$ cat config.mk
export PLATFORM = sky130hd
export DESIGN_NAME = alu_iter
export DESIGN_NICKNAME = d
export VERILOG_FILES = /design/src/rtl/alu_pkg.sv /design/src/rtl/alu_divider.sv /design/src/rtl/alu_iter.sv
export SDC_FILE = /design/constraint.sdc
export NUM_CORES = 1
export LEC_CHECK = 0
export ABC_AREA = 1
export BUFFER_PORTS_ARGS = -buffer_cell sky130_fd_sc_hd__buf_2
export CORE_MARGIN = 2
export CORE_UTILIZATION = 45
export DETAILED_ROUTE_END_ITERATION = 10
export PLACE_DENSITY = 0.65
export SLEW_MARGIN = 15
export SYNTH_ARGS = -nofsm -noshare
export SYNTH_HDL_FRONTEND = slang
export SYNTH_SLANG_ARGS = --single-unit
$ cat constraint.sdc
create_clock -name clk -period 7 [get_ports clk]
set_input_delay 1.4 -clock clk [delete_from_list [all_inputs] [get_ports clk]]
set_output_delay 1.4 -clock clk [all_outputs]
set_load 0.01 [all_outputs]
$ cat src/rtl/alu_pkg.sv
// Shared types for the iterative ALU: op encoding, FSM states and the
// helper that decides whether an op takes the multi-cycle path.
// Optional feature macro: ALU_DIV_EN (builds the restoring divider).
package alu_pkg;

  localparam int OP_W = 3;

  localparam logic [OP_W-1:0] OPC_ADD = 3'b000;
  localparam logic [OP_W-1:0] OPC_SUB = 3'b001;
  localparam logic [OP_W-1:0] OPC_MUL = 3'b010;
  localparam logic [OP_W-1:0] OPC_DIV = 3'b011;
  localparam logic [OP_W-1:0] OPC_ABS = 3'b100;
  localparam logic [OP_W-1:0] OPC_INV = 3'b101;
  localparam logic [OP_W-1:0] OPC_COM = 3'b110;
  localparam logic [OP_W-1:0] OPC_ILL = 3'b111;

  typedef enum logic [OP_W-1:0] {
    OP_ADD = OPC_ADD,
    OP_SUB = OPC_SUB,
    OP_MUL = OPC_MUL,
    OP_DIV = OPC_DIV,
    OP_ABS = OPC_ABS,
    OP_INV = OPC_INV,
    OP_COM = OPC_COM,
    OP_ILL = OPC_ILL
  } op_e;

  typedef enum logic [1:0] {
    S_IDLE = 2'b00,
    S_CALC = 2'b01,
    S_DONE = 2'b10
  } state_e;

  // Multi-cycle ops: MUL always, DIV only when the divider exists and the
  // divisor is nonzero (divide-by-zero is answered immediately).
  function automatic logic op_is_iter(input op_e op, input logic div_zero);
    logic iter;
    iter = 1'b0;
    if (op == OP_MUL) iter = 1'b1;
`ifdef ALU_DIV_EN
    if (op == OP_DIV && !div_zero) iter = 1'b1;
`else
    if (div_zero) iter = iter;
`endif
    return iter;
  endfunction

endpackage

$ cat src/rtl/alu_divider.sv
// Restoring unsigned divider: one quotient bit per cycle, WIDTH cycles.
// 'done' is high during the final iteration cycle; quotient is valid after
// that edge and holds until the next start.
module alu_divider
  import alu_pkg::*;
#(
  parameter int WIDTH = 32
) (
  input  logic             clk,
  input  logic             rst,
  input  logic             start,
  input  logic [WIDTH-1:0] dividend,
  input  logic [WIDTH-1:0] divisor,
  output logic             done,
  output logic [WIDTH-1:0] quotient
);

  localparam int CW = $clog2(WIDTH);
  localparam logic [CW-1:0] LAST = CW'(WIDTH - 1);

  logic             busy_q;
  logic [CW-1:0]    cnt_q;
  logic [WIDTH-1:0] rem_q;
  logic [WIDTH-1:0] quo_q;
  logic [WIDTH-1:0] dvs_q;

  logic [WIDTH:0]   rem_sh;
  logic             ge;
  logic [WIDTH-1:0] rem_df;
  logic [WIDTH-1:0] rem_n;

  // One restoring step: shift in the next dividend bit, trial-subtract.
  always_comb begin
    rem_sh = {rem_q, quo_q[WIDTH-1]};
    ge     = (rem_sh >= {1'b0, dvs_q});
    rem_df = rem_sh[WIDTH-1:0] - dvs_q;
    rem_n  = ge ? rem_df : rem_sh[WIDTH-1:0];
  end

  assign done     = busy_q && (cnt_q == LAST);
  assign quotient = quo_q;

  // Iteration state: load on start, step while busy, stop after last step.
  always_ff @(posedge clk or posedge rst) begin
    if (rst) begin
      busy_q <= 1'b0;
      cnt_q  <= '0;
      rem_q  <= '0;
      quo_q  <= '0;
      dvs_q  <= '0;
    end else if (start) begin
      busy_q <= 1'b1;
      cnt_q  <= '0;
      rem_q  <= '0;
      quo_q  <= dividend;
      dvs_q  <= divisor;
    end else if (busy_q) begin
      rem_q <= rem_n;
      quo_q <= {quo_q[WIDTH-2:0], ge};
      cnt_q <= cnt_q + 1'b1;
      if (done) busy_q <= 1'b0;
    end
  end

endmodule

$ cat src/rtl/alu_iter.sv
// Iterative ALU with valid/ready request and response handshakes.
// Single-cycle ops answer one edge after accept; MUL (shift-add) and DIV
// (restoring, only when ALU_DIV_EN is defined) take WIDTH extra edges.
// Without ALU_DIV_EN, DIV is answered as an illegal op.
module alu_iter
  import alu_pkg::*;
#(
  parameter int WIDTH = 32
) (
  input  logic             clk,
  input  logic             rst,
  input  logic             in_valid,
  output logic             in_ready,
  input  logic [2:0]       op,
  input  logic [WIDTH-1:0] operand1,
  input  logic [WIDTH-1:0] operand2,
  output logic             out_valid,
  input  logic             out_ready,
  output logic [WIDTH-1:0] result,
  output logic             com_lt,
  output logic             com_eq,
  output logic             com_gt,
  output logic             DIVZ,
  output logic             OVFL
);

  localparam int CW = $clog2(WIDTH);
  localparam logic [CW-1:0]    LAST    = CW'(WIDTH - 1);
  localparam logic [WIDTH-1:0] MIN_NEG = {1'b1, {(WIDTH-1){1'b0}}};

  state_e state_q, state_d;
  op_e    op_in, op_q;
  logic   accept;
  logic   calc_last;
  logic   div_zero;

  logic [CW-1:0]    iter_cnt;
  logic [WIDTH-1:0] res_q;
  logic [WIDTH-1:0] mcand_q;
  logic [WIDTH-1:0] prod_hi_q;
  logic [WIDTH-1:0] prod_lo_q;
  logic             ovfl_q, divz_q, lt_q, eq_q, gt_q;

  logic [WIDTH-1:0] res_1c;
  logic             ovfl_1c, divz_1c, lt_1c, eq_1c, gt_1c;
  logic [WIDTH:0]   sum_w, diff_w;
  logic [WIDTH-1:0] neg_w;

  logic [WIDTH:0]   mul_add;
  logic [WIDTH-1:0] hi_n, lo_n;

  assign op_in     = op_e'(op);
  assign in_ready  = (state_q == S_IDLE);
  assign accept    = in_valid && in_ready;
  assign div_zero  = (operand2 == '0);
  assign out_valid = (state_q == S_DONE);
  assign com_lt    = lt_q;
  assign com_eq    = eq_q;
  assign com_gt    = gt_q;
  assign DIVZ      = divz_q;
  assign OVFL      = ovfl_q;

`ifdef ALU_DIV_EN
  logic             div_start;
  logic             div_done;
  logic             div_sel_q;
  logic [WIDTH-1:0] div_quo;

  assign div_start = accept && (op_in == OP_DIV) && !div_zero;

  alu_divider #(.WIDTH(WIDTH)) u_div (
    .clk      (clk),
    .rst      (rst),
    .start    (div_start),
    .dividend (operand1),
    .divisor  (operand2),
    .done     (div_done),
    .quotient (div_quo)
  );

  assign result    = div_sel_q ? div_quo : res_q;
  assign calc_last = (op_q == OP_DIV) ? div_done : (iter_cnt == LAST);

  // Remember whether the current response comes from the divider.
  always_ff @(posedge clk or posedge rst) begin
    if (rst)         div_sel_q <= 1'b0;
    else if (accept) div_sel_q <= div_start;
  end
`else
  assign result    = res_q;
  assign calc_last = (iter_cnt == LAST);
`endif

  // Single-cycle results and flags, computed from the inputs at accept.
  always_comb begin
    res_1c  = '0;
    ovfl_1c = 1'b0;
    divz_1c = 1'b0;
    lt_1c   = 1'b0;
    eq_1c   = 1'b0;
    gt_1c   = 1'b0;
    sum_w   = {1'b0, operand1} + {1'b0, operand2};
    diff_w  = {1'b0, operand1} - {1'b0, operand2};
    neg_w   = -operand1;
    case (op_in)
      OP_ADD: begin
        res_1c  = sum_w[WIDTH-1:0];
        ovfl_1c = sum_w[WIDTH];
      end
      OP_SUB: begin
        res_1c  = diff_w[WIDTH-1:0];
        ovfl_1c = diff_w[WIDTH];
      end
`ifdef ALU_DIV_EN
      OP_DIV: begin
        if (div_zero) begin
          res_1c  = '1;
          divz_1c = 1'b1;
        end
      end
`endif
      OP_ABS: begin
        res_1c  = operand1[WIDTH-1] ? neg_w : operand1;
        ovfl_1c = (operand1 == MIN_NEG);
      end
      OP_INV: res_1c = ~operand1;
      OP_COM: begin
        if (operand1 < operand2) begin
          res_1c = '1;
          lt_1c  = 1'b1;
        end else if (operand1 > operand2) begin
          res_1c = WIDTH'(1);
          gt_1c  = 1'b1;
        end else begin
          eq_1c  = 1'b1;
        end
      end
      default: res_1c = '0;
    endcase
  end

  // One shift-add multiply step on the {hi, lo} product register.
  always_comb begin
    mul_add = {1'b0, prod_hi_q} + (prod_lo_q[0] ? {1'b0, mcand_q} : '0);
    hi_n    = mul_add[WIDTH:1];
    lo_n    = {mul_add[0], prod_lo_q[WIDTH-1:1]};
  end

  // FSM state register.
  always_ff @(posedge clk or posedge rst) begin
    if (rst) state_q <= S_IDLE;
    else     state_q <= state_d;
  end

  // FSM next-state logic.
  always_comb begin
    state_d = state_q;
    case (state_q)
      S_IDLE: if (accept) state_d = op_is_iter(op_in, div_zero) ? S_CALC : S_DONE;
      S_CALC: if (calc_last) state_d = S_DONE;
      S_DONE: if (out_ready) state_d = S_IDLE;
      default: state_d = S_IDLE;
    endcase
  end

  // Operand capture, multiply iteration and response registers.
  always_ff @(posedge clk or posedge rst) begin
    if (rst) begin
      op_q      <= OP_ADD;
      iter_cnt  <= '0;
      res_q     <= '0;
      mcand_q   <= '0;
      prod_hi_q <= '0;
      prod_lo_q <= '0;
      ovfl_q    <= 1'b0;
      divz_q    <= 1'b0;
      lt_q      <= 1'b0;
      eq_q      <= 1'b0;
      gt_q      <= 1'b0;
    end else if (accept) begin
      op_q      <= op_in;
      iter_cnt  <= '0;
      res_q     <= res_1c;
      mcand_q   <= operand1;
      prod_hi_q <= '0;
      prod_lo_q <= operand2;
      ovfl_q    <= ovfl_1c;
      divz_q    <= divz_1c;
      lt_q      <= lt_1c;
      eq_q      <= eq_1c;
      gt_q      <= gt_1c;
    end else if (state_q == S_CALC) begin
      iter_cnt <= calc_last ? '0 : iter_cnt + 1'b1;
      if (op_q == OP_MUL) begin
        prod_hi_q <= hi_n;
        prod_lo_q <= lo_n;
        if (calc_last) begin
          res_q  <= lo_n;
          ovfl_q <= |hi_n;
        end
      end
    end
  end

endmodule

* After elaboration in Yosys (flattened, before gate mapping)
Cells that the tools add are included.
** Cells by class
- Add/subtract/negate cells :: 5
- Multipliers :: 0
- Divide/modulo/power cells :: 0
- $lt $le $gt $ge :: 2
- Eq/ne operators :: 13
- Shift-type cells :: 0
- Muxes and demuxes :: 39
- Bitwise logic cells :: 1
- Reductions and logical operators :: 10
** Operators with widths (count)
- $mux W32 :: 13
- $pmux W32 S5 :: 1
- $add A32 B32 Y33 :: 2
- $sub A32 B32 Y33 :: 1
- $eq A32 B32 Y1 const B :: 1
- $gt A32 B32 Y1 :: 1
- $lt A32 B32 Y1 :: 1
- $neg A32 Y32 :: 1
- $not A32 Y32 :: 1
- $reduce_or A32 Y1 :: 1
- $mux W1 :: 16
- $mux W5 :: 3
- $eq A3 B3 Y1 const B :: 3
- $mux W2 :: 4
- $eq A3 B2 Y1 const B :: 2
- $pmux W2 S3 :: 1
- $reduce_and A3 Y1 :: 2
- $reduce_bool A2 Y1 :: 3
- $add A5 B1 Y5 const B :: 1
- $eq A5 B5 Y1 const B :: 1
- $ne A2 B1 Y1 const B :: 2
- $eq A3 B1 Y1 const B :: 1
- $logic_not A3 Y1 :: 1
- $pmux W1 S3 :: 1
- other kinds (6) :: 6
** Storage, ports and cells
- Bits in registers :: 142
- Bits in latches :: 0
- Bits in writable memories :: 0
- Bits in read-only memories :: 0
- Input bits :: 71
- Output and inout port bits :: 39
- Word-level logic and storage cells :: 81
- Memories kept :: 0

* Depth between registers and ports, before layout
Gate-level depths: netlist (run 1).
- Word-level depth :: 7
- Gate-level depth with buffers :: 22
- Depth with buffers taken out :: 20

* Worst setup path after synthesis (run 1)
Ideal clock, no wire load.
- Kind :: input to register
- Start :: input operand1[0]
- End :: register res_q[28] (netlist: result[28])
- Setup time :: 0.084 ns
- Arrival :: 3.138 ns
- Data required time :: 6.916 ns
- Setup slack :: 3.778 ns
- Stages :: 17
- Buffers on the path :: 0
- Cells stage by stage :: inv_1 ha_1 inv_1 fa_1 inv_1 o21ai_1 a21oi_1 inv_1 nand2_1 nand2_1 nand2_1 nand2_1 nand2_1 nand3_1 nand3_1 nand2_1 a21boi_0
** On the way
- Longest elaborated chain between the ends :: 4
- Elaborated cells between the ends (all ways) :: 8
- Those cells by class :: add/sub: 3; order compare: 1; mux: 4
** RTL lines
- from (decl) :: RTL line alu_iter.sv:15 : input logic [WIDTH-1:0] operand1,
- $neg A32 Y32 / $lt A32 B32 Y1 (equally long branches) :: RTL line alu_iter.sv:104, alu_iter.sv:128
- $mux W32, on equally long branches :: RTL line alu_iter.sv:123, alu_iter.sv:128
- $pmux W32 S5 * :: RTL line alu_iter.sv:105 : case (op_in)
- $mux W32 * :: RTL line alu_iter.sv:180 : end else if (accept) begin
- to (signal assigned) :: RTL line alu_iter.sv:183 : res_q <= res_1c;
- to (signal assigned) :: RTL line alu_iter.sv:198 : res_q <= lo_n;
- to (decl) :: RTL line alu_iter.sv:38 : logic [WIDTH-1:0] res_q;
Mark *: on every way between the ends. The rest lies on a longest branch, timed or not.
A chain may end at the register's enable or synchronous reset.

* Final worst setup path (run 1)
- Start :: input operand1[24]
- End :: register res_q[12] (netlist: result[12])
** On the way
- Longest elaborated chain between the ends :: 4
** RTL lines
- $lt A32 B32 Y1 :: RTL line alu_iter.sv:128 : if (operand1 < operand2) begin
- $mux W32 :: RTL line alu_iter.sv:128
- $pmux W32 S5 :: RTL line alu_iter.sv:105
- $mux W32 :: RTL line alu_iter.sv:180
Every way passes these cells.

==> results of run 1 <==
[path summary, 6_finish.rpt]
kind / to / cells after the start
max in group asynchronous: mcand_q[21] / 3
min in group asynchronous: state_q[1] / 2
hold / removal: mcand_q[26] / 2
setup / recovery: result[12] / 12
hold reg to reg: mcand_q[26] / 2
setup reg to reg: OVFL / 19
[flip-flops by register name, summed over array words and instances (netlist names)]
signal and count:
op_q 3, com_eq 1, result 32, mcand_q 32, com_gt 1, com_lt 1
state_q 2, OVFL 1, prod_hi_q 32, prod_lo_q 32, iter_cnt 5
[power by group through the flow]
stage               Sequential (mW)  Combinational (mW)  Clock [mW]
floorplan                      1.29                1.28           0
global placement               1.30                1.90           0
detailed placement             1.31                1.92           0
CTS                            1.30                1.93       0.885
global route                   1.33                2.18       0.915
finish                         1.30                1.94       0.870
[through the flow]
step           std cells  utilization (%)
6_report            2904             50.2
5_1_grt             2904             50.2
4_1_cts             2902             50.2
3_5_place_dp        2872             48.5
3_3_place_gp        2872             48.5
2_1_floorplan       2424                -
[layout by cell type (no fill, tap or decap), types with 4 or more instances in the layout]
cell type,count
o22ai_1,4
a22o_1,19
a21o_1,4
buf_2,108
clkinv_4,4
clkbuf_16,17
ha_1,99
nand3_1,190
buf_4,12
o21ai_0,187
nor2_1,295
o21a_1,4
o21ai_1,8
a22oi_1,30
a21oi_1,153
a2bb2oi_1,11
inv_2,6
a21boi_0,15
dfrtp_1,142
nor3_1,28
o21bai_1,8
or2_2,19
inv_1,363
xor2_1,4
nand2_1,673
o211ai_1,4
nor4_1,6
nand4_1,31
nand3b_1,10
[tightest hold or removal path, stage by stage, from the launching register on]
cell,delay [ns]
dfrtp_1,0.34
nand2_1,0.05
o21ai_0,0.06
[kinds of logic after synthesis]
family	count (synthesis)
AND/OR/NAND/NOR	1263
adder cells (fa/ha/maj)	102
XOR/XNOR	4
flip-flops	142
AO/OA/AOI/OAI	465
other	1
buffers and inverters	447
[final cells by class]
cell class | instances | area share, %
Sequential cell | 142 | 22.4
Antenna cell | 2 | 0.0315
Clock buffer | 19 | 2.79
Timing Repair Buffer | 120 | 3.97
Tap cell | 402 | 3.17
Inverter | 373 | 8.85
Multi-Input combinational cell | 1835 | 58.3
Clock inverter | 11 | 0.559
[per-layer routing]
layer	vias up	wire length (um)	track usage (%)
li1	7988	-	-
met1	7603	25100	46.0
met2	649	26400	56.8
met3	137	4090	5.47
met4	2	2130	12.8
met5	-	13	0
==> reports/metrics.yaml, run 1 <==
clock_tree:
  ctsLongestPathBuffers: 2
  ctsHtreeMaxLevel: 4
  ctsHoldBuffers: 0
  cts_resized: 0
  cts_setup_buffers: 0
  path_clk_slew_ns: 0.06
  numCtsBuffers: 17
  cts-root-buf: "clkbuf_16"
  clkSinkCount: 142
  insertion_delay_ns: 0.46
  cts_tree: "built"
worst_setup_path:
  critPathCaptureType: "flip-flop"
  start_kind: "primary input"
  rrSetupSlack_ns: 3.52
  path_max_fanout: 18
  cpPeakStageDelay_ns: 0.44
  arrival_ns: 4.40
  worst_path_max_delay_cell: "ha_1"
  worst_r2r_startpoint: "prod_lo_q[0]"
  critPathBufInv: 3
  cp_cell_sequence: "buf_2, ha_1, a21oi_1, o21ai_0, a21oi_1, nor2_1, nor2_1, nand3_1, buf_4, inv_1, o21ai_0, a2bb2oi_1"
  critical_path_required_ns: 7.37
  critPathKind: "in -> reg"
  cp-startpoint: "operand1[24]"
  crit_family: "compound AO/OA/AOI/OAI gates"
synthesis:
  synth_area_leaders: "dfrtp_1, nand2_1, inv_1, ha_1, nor2_1"
  synth_seq_cells: 142
  syn_nets: 2597
  ys.flop_type: "dfrtp_1"
  synth_top_family_by_area: "simple AND/OR/NAND/NOR gates"
  yosysMostFrequentCell: "nand2_1"
  synth_adder_area_share_pct: 8.96
  postSynthAreaPerCell_um2: 5.98
  synth-seq-area-share_pct: 24.5
  ys_async_sr_fraction_pct: 100
  synthXorXnorAreaFrac_pct: 0.242
  yosys_warnings: 0
  synthSimpleGateAreaFrac_pct: 36.1
  syn_inst: 2424
  synth_edf_count: 0
  synth_top_cell_area_share_pct: 24.5
  synth-compound-area-share_pct: 18.4
  yosys.cell_types.count: 48
  netlist_area_um2: 14500
  synth_top_area_cell: "dfrtp_1"
  muxShareOfSynthArea_pct: 0
  netlist_top_cells_count: "nand2_1, inv_1, nor2_1"
timing:
  finalHoldViolations: 0
  rsz0062_at_grt: "no"
  clock.fmax_mhz: 249
  slew_violations: 0
  fin_ws_ns: 2.98
  setup_viol: 0
  hold_ws_ns: 0.483
  fin_crit_ns: 4.02
  fin_crit_sh_pct: 57.5
  slew_headroom_pct: 21.7
  tightestPinTransition_ns: 1.17
  setup_tns_ns: 0
  clock_skew_ns: 0.0161
global_route:
  track_usage_pct: 34.6
  grt_pass1_vias: 15608
  grt_antenna_before_repair: 4
  grt_pass1_wl_um: 88800
  grt_overflow: 0
  grt_max_degree: 89
placed_design:
  dpl_cell_area_um2: 15300
  portBuffers: 108
  dp_hpwl_um: 45700
  place_congestion: 1.00
  dp_slack_ns: 2.60
outcome:
  outcome: "finished, final reports clean"
layout:
  finish.net_count: 2662
  regArea_um2: 3550
  multi_input_area_um2: 9260
  fin_area_um2: 15900
  drive_gt1_share_pct: 7.32
  fillCellCount: 3455
  syn_to_final_growth_pct: 9.52
floorplan:
  die-area_um2: 33700
  io_pins: 110
  die_h_um: 184
  coreArea_um2: 31600
  rows: 65
  start_util_pct: 45.8
  die_width_um: 184
power:
  power.switching_mw: 1.89
  ir_worst_vdd_mv: 0.200
  powerDensity_nw_per_um2: 259
  power_mw: 4.11
  leakage_nw: 8.58
  clkPwrFrac_pct: 21.1
  p_sw_share_pct: 45.9
  p_int_mw: 2.22
  p_seq_share_pct: 31.6
  combinationalPowerShare_pct: 47.2
route:
  drcViolationCount: 0
  via_per_inst: 5.64
  routed_wl_um: 57700
  wire_per_inst_um: 19.9
  vias: 16379
  drt_iter0_drc: 1637
  drt.antenna.violating_nets: 0
  drt_first_pass_iters: 5
flow_run:
  drv_cap: 0
worst_hold_path:
  holdCritPathClass: "reg -> reg"
  hold_path_startpoint: "mcand_q[26]"
No activity file was read; power rests on OpenSTA's default activity.
==> inputs of run 2 (changes only) <==
- ABC_AREA: 1 -> 0
- clock period: 7 -> 3.8 ns (I/O delays scaled with it)
==> reports/metrics.yaml, run 2 <==
layout:
  antenna_cells: 0
  fillCellCount: 2751
  layout_common_cells: "nand2_1, buf_4, a21oi_1"
  finish.net_count: 2114
  fin_area_um2: 15700
  drive_gt1_share_pct: 18.1
  mostFrequentLayoutCell: "nand2_1"
  syn_to_final_growth_pct: 20.3
  utilization_pct: 54.8
synthesis:
  ys.flop_type: "dfrtp_1"
  syn_inst: 1751
  netlist_area_um2: 13000
  yosys_warnings: 0
  synth_top_area_cell: "dfrtp_1"
  yosys.cell_types.count: 83
  synth_edf_count: 0
  synth-seq-area-share_pct: 27.3
  yosysMostFrequentCell: "nand2_1"
  postSynthAreaPerCell_um2: 7.44
  syn_nets: 1924
  synth_seq_cells: 142
  synth_area_leaders: "dfrtp_1, ha_1, nand2_1, a21oi_1, o21ai_0"
  netlist_top_cells_count: "nand2_1, a21oi_1, nor2_1"
  ys_async_sr_fraction_pct: 100
  synth_top_cell_area_share_pct: 27.3
floorplan:
  io_pins: 110
  rows: 62
  die-area_um2: 30300
  start_util_pct: 45.5
  coreArea_um2: 28600
  die_h_um: 174
  die_width_um: 174
route:
  drcViolationCount: 0
  drt_first_pass_iters: 5
  wire_per_inst_um: 20.2
  vias: 13840
  drt_iter0_drc: 1303
  routed_wl_um: 47200
  via_per_inst: 5.93
  drt.antenna.violating_nets: 0
placed_design:
  portBuffers: 108
  dp_hpwl_um: 35500
  dpl_cell_area_um2: 15000
  place_congestion: 0.992
worst_setup_path:
  critPathCaptureType: "flip-flop"
  crit_family: "simple AND/OR/NAND/NOR gates"
  critical_path_required_ns: 4.12
  cpPeakStageDelay_ns: 0.57
  arrival_ns: 4.05
  cp_cell_sequence: "buf_6, and2_1, ha_1, nand4_1, or4_4, a211o_1, nand3_1, xnor2_1, o2111ai_1, nor4b_2, nor4bb_4, o21ai_1"
  worst_path_max_delay_cell: "or4_4"
  critPathBufInv: 1
  start_kind: "flip-flop"
  critPathKind: "reg -> reg"
  path_max_fanout: 26
timing:
  finalHoldViolations: 0
  slew_headroom_pct: 35.3
  fin_crit_sh_pct: 98.2
  setup_viol: 0
  slew_violations: 0
  rsz0062_at_grt: "yes"
  clock.fmax_mhz: 268
  fin_crit_ns: 3.73
  tightestPinTransition_ns: 0.968
  clock_skew_ns: 0.0111
power:
  leakage_nw: 7.39
  ir_worst_vdd_mv: 0.305
  powerDensity_nw_per_um2: 449
clock_tree:
  ctsHtreeMaxLevel: 4
  ctsHoldBuffers: 0
  cts-root-buf: "clkbuf_16"
  insertion_delay_ns: 0.45
  path_clk_slew_ns: 0.07
  ctsLongestPathBuffers: 2
  numCtsBuffers: 17
  clkSinkCount: 142
  cts_tree: "built"
outcome:
  outcome: "finished, final reports clean"
global_route:
  grt_overflow: 0
  grt_antenna_before_repair: 0
  grt_pass1_vias: 13261
  grt_max_degree: 116
  grt_pass1_wl_um: 74200
  track_usage_pct: 31.1
worst_hold_path:
  holdCritPathClass: "in -> async"
flow_run:
  drv_cap: 0
run 2: cell count changes in the layout (fill, tap and decap cells not counted), moves of 25 or more:
| cell | delta |
|---|---|
| a22oi_1 | -28 |
| nand3_1 | -119 |
| o21ai_0 | -63 |
| nand2_1 | -407 |
| xnor2_1 | +48 |
| a21o_1 | +30 |
| a211oi_1 | +25 |
| nor2_1 | -148 |
| buf_4 | +156 |
| a31oi_1 | +43 |
| and2_1 | +37 |
| inv_1 | -292 |
run 2: final cells by class:
class,instances,area [um^2],area share (%)
inverter,76,289,1.84
clock inverter,10,141,0.902
clock buffer,19,443,2.83
multi-input combinational,1423,8870,56.6
timing repair buffer,281,1890,12.1
sequential,142,3550,22.7
tap,384,480,3.07
run 2: metrics by stage:
stage	std cells	total power, mW	setup slack, ns	hold slack [ns]	setup TNS, ns
final	2335	7.04	0.0682	0.460	0
after CTS	2335	6.99	0.0112	0.471	0
after global routing	2335	7.47	-0.180	0.481	-0.180
after floorplan	1751	4.07	0.190	0.437	0
after global placement	2304	5.14	-0.290	0.451	-1.19
after detailed placement	2304	5.18	-0.368	0.456	-1.14
run 2: worst paths after layout:
check                             start          end  slack (ns)  depth (start not counted)
hold reg to reg             mcand_q[17]  mcand_q[17]        0.47                          2
hold / removal                      rst    result[4]        0.46                          2
min in group clk            mcand_q[17]  mcand_q[17]        0.47                          2
setup reg to reg           prod_lo_q[0]         OVFL        0.07                         12
max in group asynchronous           rst  iter_cnt[4]        2.40                          4
setup / recovery           prod_lo_q[0]         OVFL        0.07                         12
run 2: where the power goes:
part           total, mW  internal [mW]  leakage, nW  switching, mW
registers           2.24           1.93         1.78          0.311
logic               3.04           1.24         5.32           1.81
clock network       1.76           1.04        0.281          0.723
total               7.04           4.20         7.39           2.84
run 2: timing repair:
action | in CTS | in global routing
setup endpoints to repair | 1 | 3
resized for setup | 9 | 14
pin swaps | 6 | 2
cloned | 0 | 0
setup buffers | 2 | 0
run 2: logic make-up (layout without fill, tap and decap cells):
kind of cell	after synthesis	in the layout	share of synthesized area, %
compound gates	537	537	25.7
xor+xnor	74	74	4.98
fa+ha+maj	102	102	9.97
buf+inv	186	386	5.46
flops	142	142	27.3
mux	23	23	1.80
other cells	1	1	0.0288
simple gates	686	686	24.8
run 2: metal layers:
metal	part of all wire, %	track usage (%)
met1	46	44.0
met2	45	48.6
met3	6.1	4.00
met4	3.1	11.4
met5	0	0
==> inputs of run 3 (changes only) <==
- SYNTH_HIERARCHICAL: unset -> 1
- clock period: 3.8 -> 3.77 ns (I/O delays scaled with it)
==> reports/metrics.yaml, run 3 <==
floorplan:
  die_h_um: 174
  io_pins: 110
  rows: 62
  die_width_um: 174
  die-area_um2: 30300
  coreArea_um2: 28600
  start_util_pct: 45.5
clock_tree:
  insertion_delay_ns: 0.45
  ctsLongestPathBuffers: 2
  numCtsBuffers: 17
  ctsHtreeMaxLevel: 4
  clkSinkCount: 142
  cts_tree: "built"
  path_clk_slew_ns: 0.07
  cts-root-buf: "clkbuf_16"
  ctsHoldBuffers: 0
timing:
  fin_crit_ns: 3.80
  setup_tns_ns: -0.0265
  tightestPinTransition_ns: 1.00
  finalHoldViolations: 0
  hold_ws_ns: 0.370
  clock_skew_ns: 0.0112
  fin_crit_sh_pct: 101
  slew_violations: 0
  slew_headroom_pct: 32.9
  clock.fmax_mhz: 263
  rsz0062_at_grt: "yes"
  setup_viol: 1
  fin_ws_ns: -0.0265
worst_setup_path:
  r2r_end: "OVFL"
  path_max_fanout: 6
  rr_worst_depth: 14
  rrSetupSlack_ns: -0.03
  start_kind: "flip-flop"
  worst_path_max_delay_cell: "dfrtp_1"
  worst_r2r_startpoint: "prod_lo_q[0]"
  critPathCaptureType: "flip-flop"
  critical_path_required_ns: 4.10
  arrival_ns: 4.12
  cp-startpoint: "prod_lo_q[0]"
  worstSetupEndpoint: "OVFL"
  cp_cell_sequence: "and2_1, ha_2, fa_2, a21o_1, a221oi_4, or4_4, buf_4, nand4_1, a21o_1, a222oi_1, nand4_1, nor4b_2, nor4bb_4, o21ai_1"
  critPathKind: "reg -> reg"
  cpPeakStageDelay_ns: 0.40
synthesis:
  synth-compound-area-share_pct: 25.7
  yosys_warnings: 6
  synthXorXnorAreaFrac_pct: 4.98
  synth_top_cell_area_share_pct: 27.3
  synth_edf_count: 0
  muxShareOfSynthArea_pct: 1.80
  netlist_area_um2: 13000
  ys_async_sr_fraction_pct: 100
  synth_top_family_by_area: "compound AO/OA/AOI/OAI gates"
  yosys.cell_types.count: 83
  syn_inst: 1751
  postSynthAreaPerCell_um2: 7.44
  synth_top_area_cell: "dfrtp_1"
  synth-seq-area-share_pct: 27.3
  netlist_top_cells_count: "nand2_1, a21oi_1, nor2_1"
  synth_area_leaders: "dfrtp_1, ha_1, nand2_1, a21oi_1, o21ai_0"
  synth_seq_cells: 142
  syn_nets: 1924
  synthSimpleGateAreaFrac_pct: 24.8
  yosysMostFrequentCell: "nand2_1"
  synth_adder_area_share_pct: 9.97
  ys.flop_type: "dfrtp_1"
route:
  drt.antenna.violating_nets: 0
  wire_per_inst_um: 19.8
  drt_first_pass_iters: 7
  drcViolationCount: 0
  via_per_inst: 5.91
  drt_iter0_drc: 1376
  routed_wl_um: 46400
  vias: 13850
layout:
  antenna_cells: 0
  layout_common_cells: "nand2_1, buf_4, a21oi_1"
  finish.net_count: 2119
  regArea_um2: 3550
  mostFrequentLayoutCell: "nand2_1"
  syn_to_final_growth_pct: 20.6
  drive_gt1_share_pct: 18.6
  final_cells: 2343
  multi_input_area_um2: 8890
  utilization_pct: 54.9
  fillCellCount: 2801
placed_design:
  place_congestion: 0.980
  dp.cells: 2309
  portBuffers: 108
  dp_hpwl_um: 35400
  dp_slack_ns: -0.187
outcome:
  outcome: "finished, violations left"
  violations: "negative setup slack"
flow_run:
  drv_cap: 0
worst_hold_path:
  holdCritPathClass: "in -> async"
global_route:
  grt_overflow: 0
  track_usage_pct: 30.6
  grt_pass1_wl_um: 73400
  grt_pass1_vias: 13076
  grt_antenna_before_repair: 1
  grt_max_degree: 77
power:
  leakage_nw: 7.38
  powerDensity_nw_per_um2: 453
  ir_worst_vdd_mv: 0.329
run 3: cell counts after synthesis:
Identical to the previous run, type by type.
run 3: kinds of logic after synthesis:
family | count (synthesis)
muxes | 23
xor gates and xnor gates | 74
buffers and inverters | 186
AOI/OAI and AO/OA | 537
DFF | 142
other | 1
adders and majority gates | 102
and+or+nand+nor | 686
run 3: through the flow:
stage	instance area, um^2	total power, mW
2_1_floorplan	13000	4.10
3_3_place_gp	15000	5.18
3_5_place_dp	15000	5.23
4_1_cts	15600	7.07
5_1_grt	15700	7.57
6_report	15700	7.12
run 3: repair_timing:
| action | 4_1_cts | 5_1_grt |
|---|---|---|
| setup endpoints to repair | 1 | 1 |
| setup buffers | 1 | 1 |
| gates resized for setup | 6 | 20 |
| pin swaps | 5 | 5 |
run 3: metal layers:
metal / wire (um) / global-route usage, % / part of all wire, % / up-vias
met3: 2690 / 3.67 / 5.8 / 99
met5: 13 / 0 / 0.028 / -
met2: 20800 / 47.9 / 45 / 493
met1: 21400 / 43.4 / 46 / 6614
li1: - / - / - / 6642
met4: 1520 / 11.5 / 3.3 / 2
run 3: layout make-up:
cell class	count	area share (%)
multi-input cells	1423	56.6
flip-flops and latches	142	22.6
repair buffers	286	12.1
well taps	384	3.06
clock buffers	20	2.78
inverters	76	1.84
clock inverters	12	1.03
run 3: worst min-delay path by stage:
stage / startpoint / end / slack (ns)
global route: rst / result[2] / 0.41
global placement: mcand_q[26] / mcand_q[26] / 0.45
detailed placement: mcand_q[12] / mcand_q[12] / 0.45
finish: rst / prod_lo_q[5] / 0.37
floorplan: mcand_q[16] / mcand_q[16] / 0.44
CTS: rst / result[3] / 0.38
run 3: power breakdown:
part	switching, mW	leakage [nW]	internal, mW
sequential	0.314	1.78	1.94
clock	0.758	0.270	1.05
combinational	1.81	5.32	1.25
total	2.88	7.38	4.24
run 3: critical path, delay by kind of cell, from the launching register on:
family	cells	cell delay, ns
AOI/OAI and AO/OA	5	1.21
adders and majority gates	2	0.53
buffers and inverters	1	0.12
DFF	1	0.40
and+or+nand+nor	6	1.42
